**src/rtl/mac_seq_pkg.sv**
```systemverilog
// Shared state encoding and Q6.9 constants
// for the MAC operand sequencer.
package mac_seq_pkg;

  typedef enum logic [2:0] {
    IDLE,
    CLEAR,
    FEED,
    DRAIN,
    RESULT
  } state_e;

  localparam logic [15:0] Q_ONE = 16'h0200;
  localparam logic [15:0] Q_MAX = 16'h7FFF;
  localparam logic [15:0] Q_MIN = 16'h8001;

endpackage

```
**src/rtl/mac_tap_store.sv**
```systemverilog
// Sample history shift register plus
// coefficient bank with one indexed read port.
module mac_tap_store
  import mac_seq_pkg::*;
#(
  parameter int TAPS   = 8,
  parameter int DATA_W = 16
) (
  input  logic                    clk,
  input  logic                    rst_n_i,
  input  logic                    shift_i,
  input  logic [DATA_W-1:0]       sample_i,
  input  logic                    we_i,
  input  logic [$clog2(TAPS)-1:0] waddr_i,
  input  logic [DATA_W-1:0]       wdata_i,
  input  logic [$clog2(TAPS)-1:0] raddr_i,
  output logic [DATA_W-1:0]       hist_o,
  output logic [DATA_W-1:0]       coef_o
);

  logic [DATA_W-1:0] hist_q [TAPS];
  logic [DATA_W-1:0] coef_q [TAPS];

  always_ff @(posedge clk) begin
    if (!rst_n_i) begin
      for (int i = 0; i < TAPS; i++) begin
        hist_q[i] <= '0;
        coef_q[i] <= '0;
      end
    end else begin
      if (shift_i) begin
        hist_q[0] <= sample_i;
        for (int i = 1; i < TAPS; i++) begin
          hist_q[i] <= hist_q[i-1];
        end
      end
      if (we_i) begin
        coef_q[waddr_i] <= wdata_i;
      end
    end
  end

  assign hist_o = hist_q[raddr_i];
  assign coef_o = coef_q[raddr_i];

endmodule

```
**src/rtl/mac_tap_sequencer.sv**
```systemverilog
// Streams TAPS (sample, coef) pairs into the MAC
// per accepted sample and returns the accumulated result.
module mac_tap_sequencer
  import mac_seq_pkg::*;
#(
  parameter int TAPS    = 8,
  parameter int DATA_W  = 16,
  parameter int MAC_LAT = 4
) (
  input  logic                      clk,
  input  logic                      reset,
  input  logic                      in_valid,
  input  logic [DATA_W-1:0]         in_data,
  output logic                      in_ready,
  input  logic                      coef_we,
  // one spare code point so out-of-range indices are expressible
  input  logic [$clog2(TAPS+1)-1:0] coef_addr,
  input  logic [DATA_W-1:0]         coef_data,
  output logic                      coef_err,
  output logic                      mac_clr_n,
  output logic [DATA_W-1:0]         mac_a,
  output logic [DATA_W-1:0]         mac_b,
  input  logic [DATA_W-1:0]         mac_result,
  output logic                      out_valid,
  output logic [DATA_W-1:0]         out_data,
  input  logic                      out_ready
);

  localparam int KW = $clog2(TAPS);
  localparam int AW = $clog2(TAPS+1);
  localparam int DW = (MAC_LAT > 1) ? $clog2(MAC_LAT) : 1;
  localparam logic [KW-1:0] K_LAST = KW'(TAPS-1);
  localparam logic [DW-1:0] D_LAST = DW'(MAC_LAT-1);

  state_e            state_q;
  logic [KW-1:0]     k_q;
  logic [DW-1:0]     d_q;
  logic              in_ready_q;
  logic              mac_clr_n_q;
  logic [DATA_W-1:0] mac_a_q;
  logic [DATA_W-1:0] mac_b_q;
  logic              out_valid_q;
  logic [DATA_W-1:0] out_data_q;
  logic              coef_err_q;

  logic              accept;
  logic              coef_ok;
  logic [KW-1:0]     rd_idx;
  logic [DATA_W-1:0] hist_rd;
  logic [DATA_W-1:0] coef_rd;

  assign accept  = (state_q == IDLE) && in_ready_q && in_valid;
  assign coef_ok = (state_q == IDLE) && (coef_addr < AW'(TAPS));
  // read one tap ahead so the registered operands line up with k_q
  assign rd_idx  = (state_q == FEED && k_q != K_LAST) ?
                   k_q + KW'(1) : '0;

  mac_tap_store #(
    .TAPS   (TAPS),
    .DATA_W (DATA_W)
  ) u_store (
    .clk      (clk),
    .rst_n_i  (reset),
    .shift_i  (accept),
    .sample_i (in_data),
    .we_i     (coef_we && coef_ok),
    .waddr_i  (coef_addr[KW-1:0]),
    .wdata_i  (coef_data),
    .raddr_i  (rd_idx),
    .hist_o   (hist_rd),
    .coef_o   (coef_rd)
  );

  always_ff @(posedge clk) begin
    if (!reset) begin
      state_q     <= IDLE;
      k_q         <= '0;
      d_q         <= '0;
      in_ready_q  <= 1'b0;
      mac_clr_n_q <= 1'b0;
      mac_a_q     <= '0;
      mac_b_q     <= '0;
      out_valid_q <= 1'b0;
      out_data_q  <= '0;
      coef_err_q  <= 1'b0;
    end else begin
      if (coef_we && !coef_ok) begin
        coef_err_q <= 1'b1;
      end
      unique case (state_q)
        IDLE: begin
          if (accept) begin
            state_q     <= CLEAR;
            in_ready_q  <= 1'b0;
            mac_clr_n_q <= 1'b0;
            mac_a_q     <= '0;
            mac_b_q     <= '0;
          end else begin
            in_ready_q  <= 1'b1;
            mac_clr_n_q <= 1'b1;
          end
        end
        CLEAR: begin
          state_q     <= FEED;
          k_q         <= '0;
          mac_clr_n_q <= 1'b1;
          mac_a_q     <= hist_rd;
          mac_b_q     <= coef_rd;
        end
        FEED: begin
          if (k_q == K_LAST) begin
            state_q <= DRAIN;
            d_q     <= '0;
            mac_a_q <= '0;
            mac_b_q <= '0;
          end else begin
            k_q     <= k_q + KW'(1);
            mac_a_q <= hist_rd;
            mac_b_q <= coef_rd;
          end
        end
        DRAIN: begin
          if (d_q == D_LAST) begin
            state_q     <= RESULT;
            out_valid_q <= 1'b1;
            out_data_q  <= mac_result;
          end else begin
            d_q <= d_q + DW'(1);
          end
        end
        RESULT: begin
          if (out_ready) begin
            state_q     <= IDLE;
            out_valid_q <= 1'b0;
            in_ready_q  <= 1'b1;
          end
        end
        default: state_q <= IDLE;
      endcase
    end
  end

  assign in_ready  = in_ready_q;
  assign mac_clr_n = mac_clr_n_q;
  assign mac_a     = mac_a_q;
  assign mac_b     = mac_b_q;
  assign out_valid = out_valid_q;
  assign out_data  = out_data_q;
  assign coef_err  = coef_err_q;

endmodule

```
**config.mk**
```make
export PLATFORM = sky130hd
export DESIGN_NAME = mac_tap_sequencer
export DESIGN_NICKNAME = d
export VERILOG_FILES = /design/src/rtl/mac_seq_pkg.sv /design/src/rtl/mac_tap_store.sv /design/src/rtl/mac_tap_sequencer.sv
export SDC_FILE = /design/constraint.sdc
export NUM_CORES = 1
export LEC_CHECK = 0
export CORE_ASPECT_RATIO = 1.1
export CORE_UTILIZATION = 56
export DETAILED_ROUTE_END_ITERATION = 10
export PLACE_DENSITY = 0.8
export SYNTH_ARGS = -nofsm -noshare
export SYNTH_HDL_FRONTEND = slang
export SYNTH_SLANG_ARGS = --single-unit
```
**constraint.sdc**
```tcl
create_clock -name clk -period 6.32 [get_ports clk]
set_input_delay 1.896 -clock clk [delete_from_list [all_inputs] [get_ports clk]]
set_output_delay 1.896 -clock clk [all_outputs]
set_load 0.01 [all_outputs]
```
# Word-level counts from Yosys, hierarchy flattened
# Memories as Yosys holds them, arrays and structs flattened.
# Index checks and enable logic that the tools add are counted.
# word_totals
register_bits	60
latch_bits	0
ram_bits	256
rom_bits	0
in_bits	57
output_inout_bits	52
word_cells	99
memories	2
# memory_table
memory	depth	word_bits	read_ports	rd_clocked_by_memory_dff	wr	line	source
u_store.coef_q	8	16	1	0	8	mac_tap_store.sv:22	logic [DATA_W-1:0] coef_q [TAPS];
u_store.hist_q	8	16	8	0	8	mac_tap_store.sv:21	logic [DATA_W-1:0] hist_q [TAPS];
# op_classes
n_addsub	2
mul	0
div	0
order_cmp	1
n_eq_ne	13
n_shift	0
mux	41
n_bitwise	8
n_reduce_logical	22
# ops
op	n
16-bit 2-to-1 mux	12
16-bit one-hot mux with 3 select lines	2
3-bit 2-to-1 mux	7
16-bit OR reduction	1
3-bit one-hot mux with 5 select lines	1
1-bit 2-to-1 mux	12
2-bit inequality test (second input constant)	5
2-bit nonzero test	5
1-bit bitwise OR	8
2-bit AND reduction	4
3-bit by 2-bit equality test with 1-bit output (second input constant)	2
3-bit equality test (second input constant)	2
1-bit logical AND	6
1-bit one-hot mux with 2 select lines	3
3-bit one-hot mux with 2 select lines	1
3-bit AND reduction	2
4-bit < comparator (second input constant)	1
2-bit 2-to-1 mux	2
2-bit one-hot mux with 2 select lines	1
4-bit AND reduction	1
3-bit by 1-bit adder with 3-bit output (second input constant)	1
3-bit by 1-bit equality test with 1-bit output (second input constant)	1
3-bit zero test	1
3-bit inequality test (second input constant)	1
5 further kinds	5

# Logic depth before layout (Yosys ltp)
# Gate-level depths: netlist (run 1).
# depth
depth_word	8
depth_mapped	9
mapped_depth_nobuf	6

# Cells and area by module
# From an unflattened synthesis (run 1), not the netlist that was laid out.
# unflattened
cells_unflattened	924
area_unflattened_um2	13769.5
# modules_own_cells
mod	instances	cells_each	area_each_um2	seq_area_each_um2
mac_tap_store	1	709	11548.6	7687.4
mac_tap_sequencer	1	215	2220.9	1201.2

# Least setup slack after synthesis (run 1)
# Ideal clock, no wire load.
# synth_timing
path_kind	input to register
from	input port reset
to	memory u_store.hist_q[0][0] (enable)
setup_time_ns	1.122
arrival_ns	4.296
t_required_ns	5.198
slack_ns	0.902
path_stages	2
path_buffers	1
cell_sequence	clkbuf_1 nand2_1
# synth_rtl
item	line	source
from (decl)	mac_tap_sequencer.sv:11	input logic reset,
to (decl)	mac_tap_store.sv:21	

# Worst setup path in the final report (run 1)
# layout_timing
from	register k_q[0]
to	register mac_b_q[11] (netlist: mac_b[11])
# layout_between
elab_chain_cells	6
word_cells_on_any_way	8
cone_classes	add/sub (1); eq/ne (2); mux (3); reduce/logical (1); memory (1)
# layout_rtl
item	line	source
from (decl)	mac_tap_sequencer.sv:36	logic [KW-1:0] k_q;
from (signal assigned)	mac_tap_sequencer.sv:117	k_q <= k_q + KW'(1);
branches (longest 5 deep; another with memory read 8 x 16 bit)	--	
16-bit one-hot mux with 3 select lines *	mac_tap_sequencer.sv:90	unique case (state_q)
to (signal assigned)	mac_tap_sequencer.sv:108	mac_b_q <= coef_rd;
to (signal assigned)	mac_tap_sequencer.sv:119	mac_b_q <= coef_rd;
to (decl)	mac_tap_sequencer.sv:41	logic [DATA_W-1:0] mac_b_q;
# Every way passes the cells marked *.
# A chain may end at the register's enable or synchronous reset.

==> impl_metrics.csv, run 1 <==
group,metric,value,unit
worst_setup_path,critPathMaxStageDelay,890,ps
power,power_density,283,nW/um^2
clocking,numCtsBuffers,34,
yosys,yosysSeqAreaShare,0.617,
yosys,synth.most_common_cell,"and2_1",
timing,finalHoldViolations,0,
timing,drv_slew,0,
clocking,cts.sinks,316,
power,finalPower,4.77,mW
final_layout,num_antenna_cells,0,
worst_setup_path,cpLargestDelayFamily,"adder cells",
worst_setup_path,path_buf_inv,1,
route,drc,0,
placement,placed_cell_area,15700,um^2
final_layout,drive_above_1_share,0.108,
yosys,synthFlopType,"edfxtp_1",
global_routing,grt_max_degree,97,
placement,routabilityCongestion,0.767,
clocking,htreeDepth,2,
die,fp.dieArea,26400,um^2
placement,dp_hpwl,18000,um
run,maxCapViolations,0,
power,vdd_ir_drop_max,0.233,mV
worst_setup_path,required,6690,ps
timing,setup_tns,0,ps
yosys,synth_area,14400,um^2
placement,portBuffers,108,
route,wire_per_inst,20.0,um
global_routing,grt_pass1_vias,9103,
die,rows,61,
timing,period_needed,3950,ps
worst_setup_path,critPathKind,"reg2reg",
yosys,async_flop_share,0,
die,ioPinCount,109,
power,internal-power,3.71,mW
clocking,cts_hold_buffers,0,
global_routing,gr-usage-met3,0.0339,
worst_setup_path,cp.arrival,4310,ps
global_routing,antenna_found_initial,0,
clocking,clock-root-buffer,"clkbuf_16",
yosys,synth_top_area_share,0.534,
yosys,yosys_warnings,0,
route,vias,9039,
route,firstDrtPassIters,5,
final_layout,syn2layout_area_growth,16.8,%
final_layout,fin_util,0.666,
die,die_w,155,um
timing,fin_crit_sh,0.624,
timing,fmax,253,MHz
die,start_util,0.570,
power,seq_power_share,0.509,
clocking,postCtsSetupBuffers,0,
route,postRouteAntennaNets,0,
timing,finClkSkew,7.22,ps
worst_setup_path,setup.worst_path.start_class,"flop",
yosys,synth_top_area_cell,"edfxtp_1",
timing,setup_viol,0,
yosys,synthCells,1118,
min_path,hold_path_class,"reg2reg",
worst_setup_path,cp-end-kind,"flop",
yosys,synth_fp_nets,1178,
timing,rsz0062_at_grt,"false",
global_routing,grt_usage,0.244,
yosys,synth_edf_count,256,
clocking,path_clk_slew,60,ps
yosys,synthTopCellsByCount,"259 x and2_1, 256 x edfxtp_1, 97 x mux2i_1, 60 x dfxtp_1, 57 x clkbuf_1",
power,p_comb_frac,0.069,
yosys,ys_ff_latch,316,
global_routing,busiest_layer,"met2",
power,p_sw_frac,0.221,
final_layout,fill_cells,1824,
power,pwr-share-clk,0.422,
global_routing,grt_pass1_wl,49200,um
yosys,synth.distinct_cells,49,
global_routing,overflow,0,
worst_setup_path,worstPathMaxFanout,66,
final_layout,seqCellArea,8890,um^2
final_layout,final_area,16800,um^2
outcome,status,"complete, no violations",
clocking,clock_path_buffers,3,
power,leakagePower,5.74,nW
power,power.switching,1.06,mW
yosys,synth_area_leaders,"edfxtp_1 53%, and2_1 11%, dfxtp_1 8.3%",
global_routing,met1_usage,0.305,
yosys,syn_avg_cell_area,12.9,um^2
clocking,clock_latency,510,ps
final_layout,nets,1254,
timing,whs,454,ps
route,drtIter0Drc,606,
clocking,cts_resized,0,
global_routing,use_met2,0.435,
route,via_per_inst,5.77,
die,die_y,170,um
final_layout,multi_input_area,5130,um^2
timing,slew_headroom,0.137,
timing,worstMarginPinSlew,1290,ps
route,wl,31400,um
die,core_area,25300,um^2
clocking,cts_tree,"done",
worst_setup_path,crit_path_top_delay_cell,"ha_4",
worst_setup_path,worstPathCellList,"ha_1 > ha_4 > and2_4 > buf_4 > mux2i_1 > o221ai_2",
## power by group through the flow
stage                     logic [mW]  clock network [mW]  registers (mW)
after global routing           0.356                2.12            2.44
after CTS                      0.333                2.03            2.43
after detailed placement       0.330                   0            2.47
final                          0.330                2.01            2.43
after floorplan                0.202                   0            2.45
after global placement         0.322                   0            2.46
## layout make-up
class / instances / share of cell area
clock inverter: 15 / 0.00878
clock buffer: 47 / 0.0585
inverter: 2 / 0.000446
tap: 346 / 0.0257
multi-input combinational: 713 / 0.305
timing repair buffer: 127 / 0.0732
sequential: 316 / 0.529
## flip-flops by register name, indices dropped and copies added, names as in the netlist, 2 cells and up
signal          cells
u_store.coef_q    128
u_store.hist_q    128
mac_a              16
mac_b              16
out_data           16
k_q                 3
state_q             3
d_q                 2
## kinds of logic (layout without fill, tap and decap cells)
logic type,Yosys count,count (layout),share of synthesized area
simple gates,410,410,0.177
flops,316,316,0.617
compound gates,202,202,0.105
mux,98,98,0.0682
buf+inv,89,191,0.0299
fa+ha+maj,3,3,0.00261
## through the flow
step | cells | setup slack [ps]
finish | 1566 | 2370
global route | 1566 | 2190
CTS | 1566 | 2320
detailed placement | 1504 | 1960
global placement | 1504 | 1980
floorplan | 1118 | 902
## metal layers
layer / up-vias / routed length, um
li1: 4234 / -
met1: 4516 / 13100
met2: 231 / 16100
met5: - / 0
met4: 0 / 686
met3: 58 / 1520
## layout by cell type (no fill, tap or decap), types with 6 or more instances in the layout
| master | netlist | layout |
|---|---|---|
| edfxtp_1 | 256 | 256 |
| o221ai_1 | 20 | 20 |
| clkbuf_1 | 57 | 9 |
| nand2_1 | 40 | 37 |
| mux2i_1 | 97 | 97 |
| buf_4 | 1 | 18 |
| nor2_1 | 19 | 18 |
| clkdlybuf4s50_1 | 0 | 107 |
| o31ai_2 | 10 | 10 |
| clkinv_2 | 0 | 7 |
| o21a_1 | 31 | 31 |
| o21ai_1 | 0 | 6 |
| nor2b_1 | 35 | 35 |
| and2_1 | 259 | 258 |
| o31ai_1 | 20 | 20 |
| dfxtp_1 | 60 | 59 |
| nand2b_1 | 7 | 7 |
| nor3_1 | 8 | 8 |
| o221ai_2 | 10 | 10 |
| a211oi_1 | 30 | 30 |
| nor3_2 | 29 | 29 |
| a21oi_1 | 53 | 53 |
| clkbuf_16 | 0 | 38 |
## path summary, 6_finish.rpt
| kind | cells after the start | from | end | slack [ps] |
|---|---|---|---|---|
| worst max-delay path | 6 | k_q[0] | mac_b[11] | 2370 |
| worst min-delay path | 2 | out_data[8] | out_data[8] | 450 |
| worst max register to register | 6 | k_q[0] | mac_b[11] | 2370 |
| worst min register to register | 2 | out_data[8] | out_data[8] | 450 |
## tightest hold or removal path, stage by stage, from the launching register on
cell	delay [ps]
dfxtp_1	300
nand2_1	50
a21oi_1	50
No activity file was read; power rests on OpenSTA's default activity.
==> run 2: changes to the inputs <==
--- a/config.mk
+++ b/config.mk
@@ -6,9 +6,9 @@
 export NUM_CORES = 1
 export LEC_CHECK = 0
 export CORE_ASPECT_RATIO = 1.1
-export CORE_UTILIZATION = 56
+export CORE_UTILIZATION = 53
 export DETAILED_ROUTE_END_ITERATION = 10
-export PLACE_DENSITY = 0.8
+export PLACE_DENSITY = 0.79
 export SYNTH_ARGS = -nofsm -noshare
 export SYNTH_HDL_FRONTEND = slang
 export SYNTH_SLANG_ARGS = --single-unit
==> constraint.sdc (replaced) <==
create_clock -name clk -period 3.5 [get_ports clk]
set_input_delay 1.05 -clock clk [delete_from_list [all_inputs] [get_ports clk]]
set_output_delay 1.05 -clock clk [all_outputs]
set_load 0.01 [all_outputs]
==> run 2 against run 1 <==
  * Clock power increased by 83%
  * Critical path depth did not move
  * Via count rose by 0.44%
  * Global-route usage is 0.85 points lower
  * Power up 82%
  * Core utilization fell by 1.8 points
  * Register-to-register slack got worse by 1700 ps
  * Sequential cell count stayed put
  * Highest routed layer unchanged
  * Worst setup slack worse by 1700 ps
  * Critical path type unchanged
  * Maximum frequency grew 40%
  * Cell area rose by 1.6%
  * Largest power group unchanged
==> impl_metrics.csv, run 2 (synthesis results as in run 1) <==
group,metric,value,unit
final_layout,fin_util,0.648,
worst_setup_path,worstPathCellList,"ha_1 > ha_2 > or4b_4 > o21a_1 > o31ai_1 > o221ai_1",
min_path,min_from,"out_data[15]",
clocking,cts_hold_buffers,0,
route,via_per_inst,5.69,
global_routing,grt_pass1_vias,9118,
placement,placed_cell_area,15900,um^2
global_routing,antenna_found_initial,0,
worst_setup_path,cpLargestDelayFamily,"compound AO/OA/AOI/OAI gates",
die,core_area,26400,um^2
die,start_util,0.546,
power,p_sw_frac,0.223,
route,top_layer,"met4",
timing,period_needed,2830,ps
final_layout,num_antenna_cells,0,
worst_setup_path,worstPathMaxFanout,59,
final_layout,syn2layout_area_growth,18.6,%
timing,slew_headroom,0.396,
timing,drv_slew,0,
timing,finalHoldViolations,0,
clocking,numCtsBuffers,34,
worst_setup_path,rrSetupSlack,670,ps
worst_setup_path,rr_worst_depth,6,
route,wire_per_inst,20.1,um
worst_setup_path,timing.rr.start,"k_q[0]",
outcome,status,"complete, no violations",
timing,worstMarginPinSlew,906,ps
worst_setup_path,critPathMaxStageDelay,830,ps
global_routing,grt_max_degree,97,
worst_setup_path,crit_path_top_delay_cell,"or4b_4",
die,fp.dieArea,27800,um^2
min_path,hold_depth,2,
final_layout,final_cell_mix,"258 x and2_1, 256 x edfxtp_1, 107 x clkdlybuf4s50_1, 97 x mux2i_1, 59 x dfxtp_1",
global_routing,grt_usage,0.235,
route,firstDrtPassIters,5,
worst_setup_path,crit_start,"k_q[0]",
timing,rsz0062_at_grt,"false",
placement,dp.cells,1535,
placement,routabilityCongestion,0.832,
power,pwr-share-clk,0.423,
run,maxCapViolations,0,
final_layout,final_area,17100,um^2
worst_setup_path,path_buf_inv,0,
placement,portBuffers,108,
die,die_y,175,um
timing,whs,451,ps
die,die_w,159,um
worst_setup_path,setup.worst_path.start_class,"flop",
die,ioPinCount,109,
final_layout,nets,1279,
worst_setup_path,required,3860,ps
final_layout,drive_above_1_share,0.126,
route,wl,32100,um
worst_setup_path,cp-end-kind,"flop",
worst_setup_path,rr_endpoint,"mac_b[2]",
final_layout,layout.cells.non_filler,1597,
route,drc,0,
timing,fmax,354,MHz
clocking,htreeDepth,2,
route,drtIter0Drc,773,
route,wl_met1,13700,um
route,wl_met3,1810,um
min_path,hold_path_class,"reg2reg",
clocking,clock_latency,520,ps
timing,setup_tns,0,ps
power,vdd_ir_drop_max,0.591,mV
die,rows,62,
worst_setup_path,cp.arrival,3190,ps
final_layout,final_common_cell,"and2_1",
clocking,cts.sinks,316,
route,postRouteAntennaNets,0,
power,leakagePower,5.89,nW
power,finalPower,8.69,mW
placement,dp_hpwl,20100,um
placement,post-place-ws,342,ps
min_path,worstHoldEndpoint,"out_data[15]",
power,seq_power_share,0.502,
worst_setup_path,path_depth,6,
power,power.switching,1.94,mW
power,internal-power,6.75,mW
clocking,cts_resized,0,
timing,setup_viol,0,
power,p_comb_frac,0.074,
global_routing,grt_pass1_wl,50900,um
clocking,clock-root-buffer,"clkbuf_16",
clocking,cts_tree,"done",
route,vias,9079,
timing,fin_crit_sh,0.808,
timing,finClkSkew,24.6,ps
route,met2_length,15700,um
final_layout,largestRegisters,"u_store.coef_q (128), u_store.hist_q (128)",
clocking,clock_path_buffers,3,
timing,setup_ws,673,ps
global_routing,overflow,0,
clocking,postCtsSetupBuffers,0,
power,power_density,508,nW/um^2
clocking,path_clk_slew,60,ps
worst_setup_path,critPathKind,"reg2reg",
-- run 2: layout make-up --
type,instances,area (um^2)
Fill cell,1993,9290
Sequential cell,316,8890
Multi-Input combinational cell,713,5110
Tap cell,352,440
Clock buffer,47,951
Timing Repair Buffer,152,1480
Inverter,2,7.51
Clock inverter,15,203
-- run 2: worst max path at each step --
stage                             to  slack [ps]
2_1_floorplan   u_store.hist_q[0][0]         230
3_3_place_gp   u_store.coef_q[4][11]         410
3_5_place_dp   u_store.coef_q[4][10]         340
4_1_cts                     mac_b[2]         700
5_1_grt                     mac_b[2]         620
6_report                    mac_b[2]         670
-- run 2: worst register-to-register path, stage by stage, from the launching register on --
cell      delay, ps
dfxtp_4         340
ha_1            190
ha_2            220
or4b_4          830
o21a_1          360
o31ai_1         520
o221ai_1        230
-- run 2: power by group through the flow --
stage / clock [mW] / combinational (mW) / sequential, mW
final: 3.68 / 0.646 / 4.36
after global routing: 3.88 / 0.698 / 4.38
after CTS: 3.73 / 0.650 / 4.36
after detailed placement: 0 / 0.645 / 4.44
after global placement: 0 / 0.634 / 4.43
after floorplan: 0 / 0.365 / 4.42
-- run 2: routing by layer --
metal,vias up,global-route usage
met5,-,0
met4,0,0.0777
met3,49,0.0387
met2,262,0.389
met1,4479,0.316
li1,4289,-
==> run 3: changes to the inputs <==
--- a/config.mk
+++ b/config.mk
@@ -6,9 +6,9 @@
 export NUM_CORES = 1
 export LEC_CHECK = 0
 export CORE_ASPECT_RATIO = 1.1
-export CORE_UTILIZATION = 53
+export CORE_UTILIZATION = 56
 export DETAILED_ROUTE_END_ITERATION = 10
-export PLACE_DENSITY = 0.79
+export PLACE_DENSITY = 0.8
 export SYNTH_ARGS = -nofsm -noshare
 export SYNTH_HDL_FRONTEND = slang
 export SYNTH_SLANG_ARGS = --single-unit
==> constraint.sdc (replaced) <==
create_clock -name clk -period 2.8 [get_ports clk]
set_input_delay 0.84 -clock clk [delete_from_list [all_inputs] [get_ports clk]]
set_output_delay 0.84 -clock clk [all_outputs]
set_load 0.01 [all_outputs]
==> run 3 against run 2 <==
  * Power rose by 22%
  * Count of clock-buffer cells in the layout is 1 higher
  * Clock skew shrank 5.2 ps
  * Combinational power is 28% higher
  * Global-route usage increased by 1.4 points
  * Critical endpoint unchanged
  * Die area down 5.3%
  * Routed wire length down 0.59%
  * Register-to-register slack got worse by 460 ps
  * Non-clock buffer count increased by 11
  * Largest cell class unchanged
  * First-iteration DRC count down 5.2%
==> impl_metrics.csv, run 3 (synthesis results as in run 1) <==
group,metric,value,unit
route,postRouteAntennaNets,0,
timing,period_needed,2590,ps
final_layout,fin_util,0.679,
final_layout,final_common_cell,"and2_1",
clocking,htreeDepth,2,
clocking,clock_path_buffers,3,
final_layout,drive_above_1_share,0.134,
power,vdd_ir_drop_max,0.555,mV
worst_setup_path,path_buf_inv,1,
timing,rsz0062_at_grt,"false",
die,die_w,155,um
timing,slew_headroom,0.389,
placement,placed_cell_area,16100,um^2
final_layout,num_antenna_cells,0,
placement,dp_hpwl,20400,um
placement,routabilityCongestion,0.789,
die,ioPinCount,109,
timing,drv_slew,0,
clocking,cts_tree,"done",
die,start_util,0.570,
min_path,hold_path_class,"reg2reg",
worst_setup_path,cp-end-kind,"flop",
clocking,clock-root-buffer,"clkbuf_16",
route,vias,9289,
power,power_density,616,nW/um^2
global_routing,grt_pass1_vias,9463,
placement,portBuffers,108,
global_routing,grt_max_degree,61,
final_layout,final_cell_mix,"258 x and2_1, 256 x edfxtp_1, 107 x clkdlybuf4s50_1, 97 x mux2i_1, 59 x dfxtp_1",
worst_setup_path,critPathMaxStageDelay,680,ps
final_layout,seqCellArea,8890,um^2
final_layout,fill_cells,1770,
die,core_area,25300,um^2
power,leakagePower,5.94,nW
worst_setup_path,setup.worst_path.start_class,"flop",
worst_setup_path,critPathKind,"reg2reg",
clocking,clock_latency,510,ps
worst_setup_path,worstPathMaxFanout,21,
run,maxCapViolations,0,
final_layout,nets,1290,
die,die_y,170,um
global_routing,overflow,0,
final_layout,multi_input_area,5120,um^2
timing,setup_viol,0,
global_routing,antenna_found_initial,0,
clocking,cts.sinks,316,
outcome,status,"complete, no violations",
route,wl,31900,um
final_layout,largestRegisters,"u_store.coef_q (128), u_store.hist_q (128)",
timing,finClkSkew,19.4,ps
worst_setup_path,crit_path_top_delay_cell,"or4b_4",
timing,worstMarginPinSlew,894,ps
route,firstDrtPassIters,5,
final_layout,final_area,17200,um^2
worst_setup_path,required,3150,ps
timing,fin_crit_sh,0.924,
global_routing,grt_usage,0.249,
clocking,cts_hold_buffers,0,
route,via_per_inst,5.80,
die,rows,61,
clocking,postCtsSetupBuffers,0,
route,drc,0,
clocking,cts_resized,0,
clocking,numCtsBuffers,34,
final_layout,syn2layout_area_growth,19.1,%
worst_setup_path,worstPathCellList,"ha_1 > ha_4 > or4b_4 > buf_12 > o21a_1 > o31ai_1 > o221ai_1",
worst_setup_path,cp.arrival,2940,ps
die,fp.dieArea,26400,um^2
global_routing,grt_pass1_wl,50500,um
route,wire_per_inst,19.9,um
timing,finalHoldViolations,0,
timing,fmax,387,MHz
route,drtIter0Drc,733,
clocking,path_clk_slew,60,ps
worst_setup_path,cpLargestDelayFamily,"compound AO/OA/AOI/OAI gates",
-- run 3: cell types whose count changed in the layout (fill, tap and decap cells not counted), sizes merged --
| cell | change |
|---|---|
| bufinv | -3 |
| clkbuf | +1 |
| buf | +11 |
| clkinvlp | +1 |
-- run 3: worst reg2reg max path: stages, from the launching register on --
cell      delay, ps
dfxtp_4         340
ha_1            230
ha_4            200
or4b_4          680
buf_12          250
o21a_1          190
o31ai_1         370
o221ai_1        180
-- run 3: metrics by stage --
step | worst slack, ps | std cells | hold slack, ps | setup TNS (ps) | total power, mW
after floorplan | -140 | 1118 | 450 | -8650 | 5.98
after global placement | 15.1 | 1540 | 441 | 0 | 6.34
after detailed placement | -72.1 | 1540 | 446 | -1160 | 6.37
after CTS | 189 | 1601 | 454 | 0 | 10.6
after global routing | 106 | 1601 | 468 | 0 | 10.9
final | 214 | 1601 | 451 | 0 | 10.6
-- run 3: cell type report --
class	instances	area share
multi-input combinational	713	0.299
clock buffer	48	0.0568
clock inverter	13	0.00569
timing repair buffer	163	0.0948
inverter	2	0.000438
tap	346	0.0252
sequential	316	0.518
-- run 3: worst paths after layout --
kind,startpoint,end,slack (ps),cells past startpoint
worst max register to register,k_q[0],mac_b[2],210,7
worst min register to register,out_data[7],out_data[7],450,2
worst min-delay path,out_data[7],out_data[7],450,2
worst max-delay path,k_q[0],mac_b[2],210,7
-- run 3: routing by layer --
metal / share of wire / wire, um / vias to the layer above / global-route usage
met5: 0 / 0 / - / 0
met4: 0.023 / 722 / 0 / 0.0835
met3: 0.069 / 2190 / 64 / 0.0456
met2: 0.50 / 15800 / 339 / 0.426
met1: 0.41 / 13100 / 4566 / 0.319
li1: - / - / 4320 / -
-- run 3: power breakdown --
part           switching, mW  internal [mW]  leakage (nW)
clock network           1.77           2.53         0.530
registers              0.114           5.34          3.15
logic                  0.490          0.336          2.26
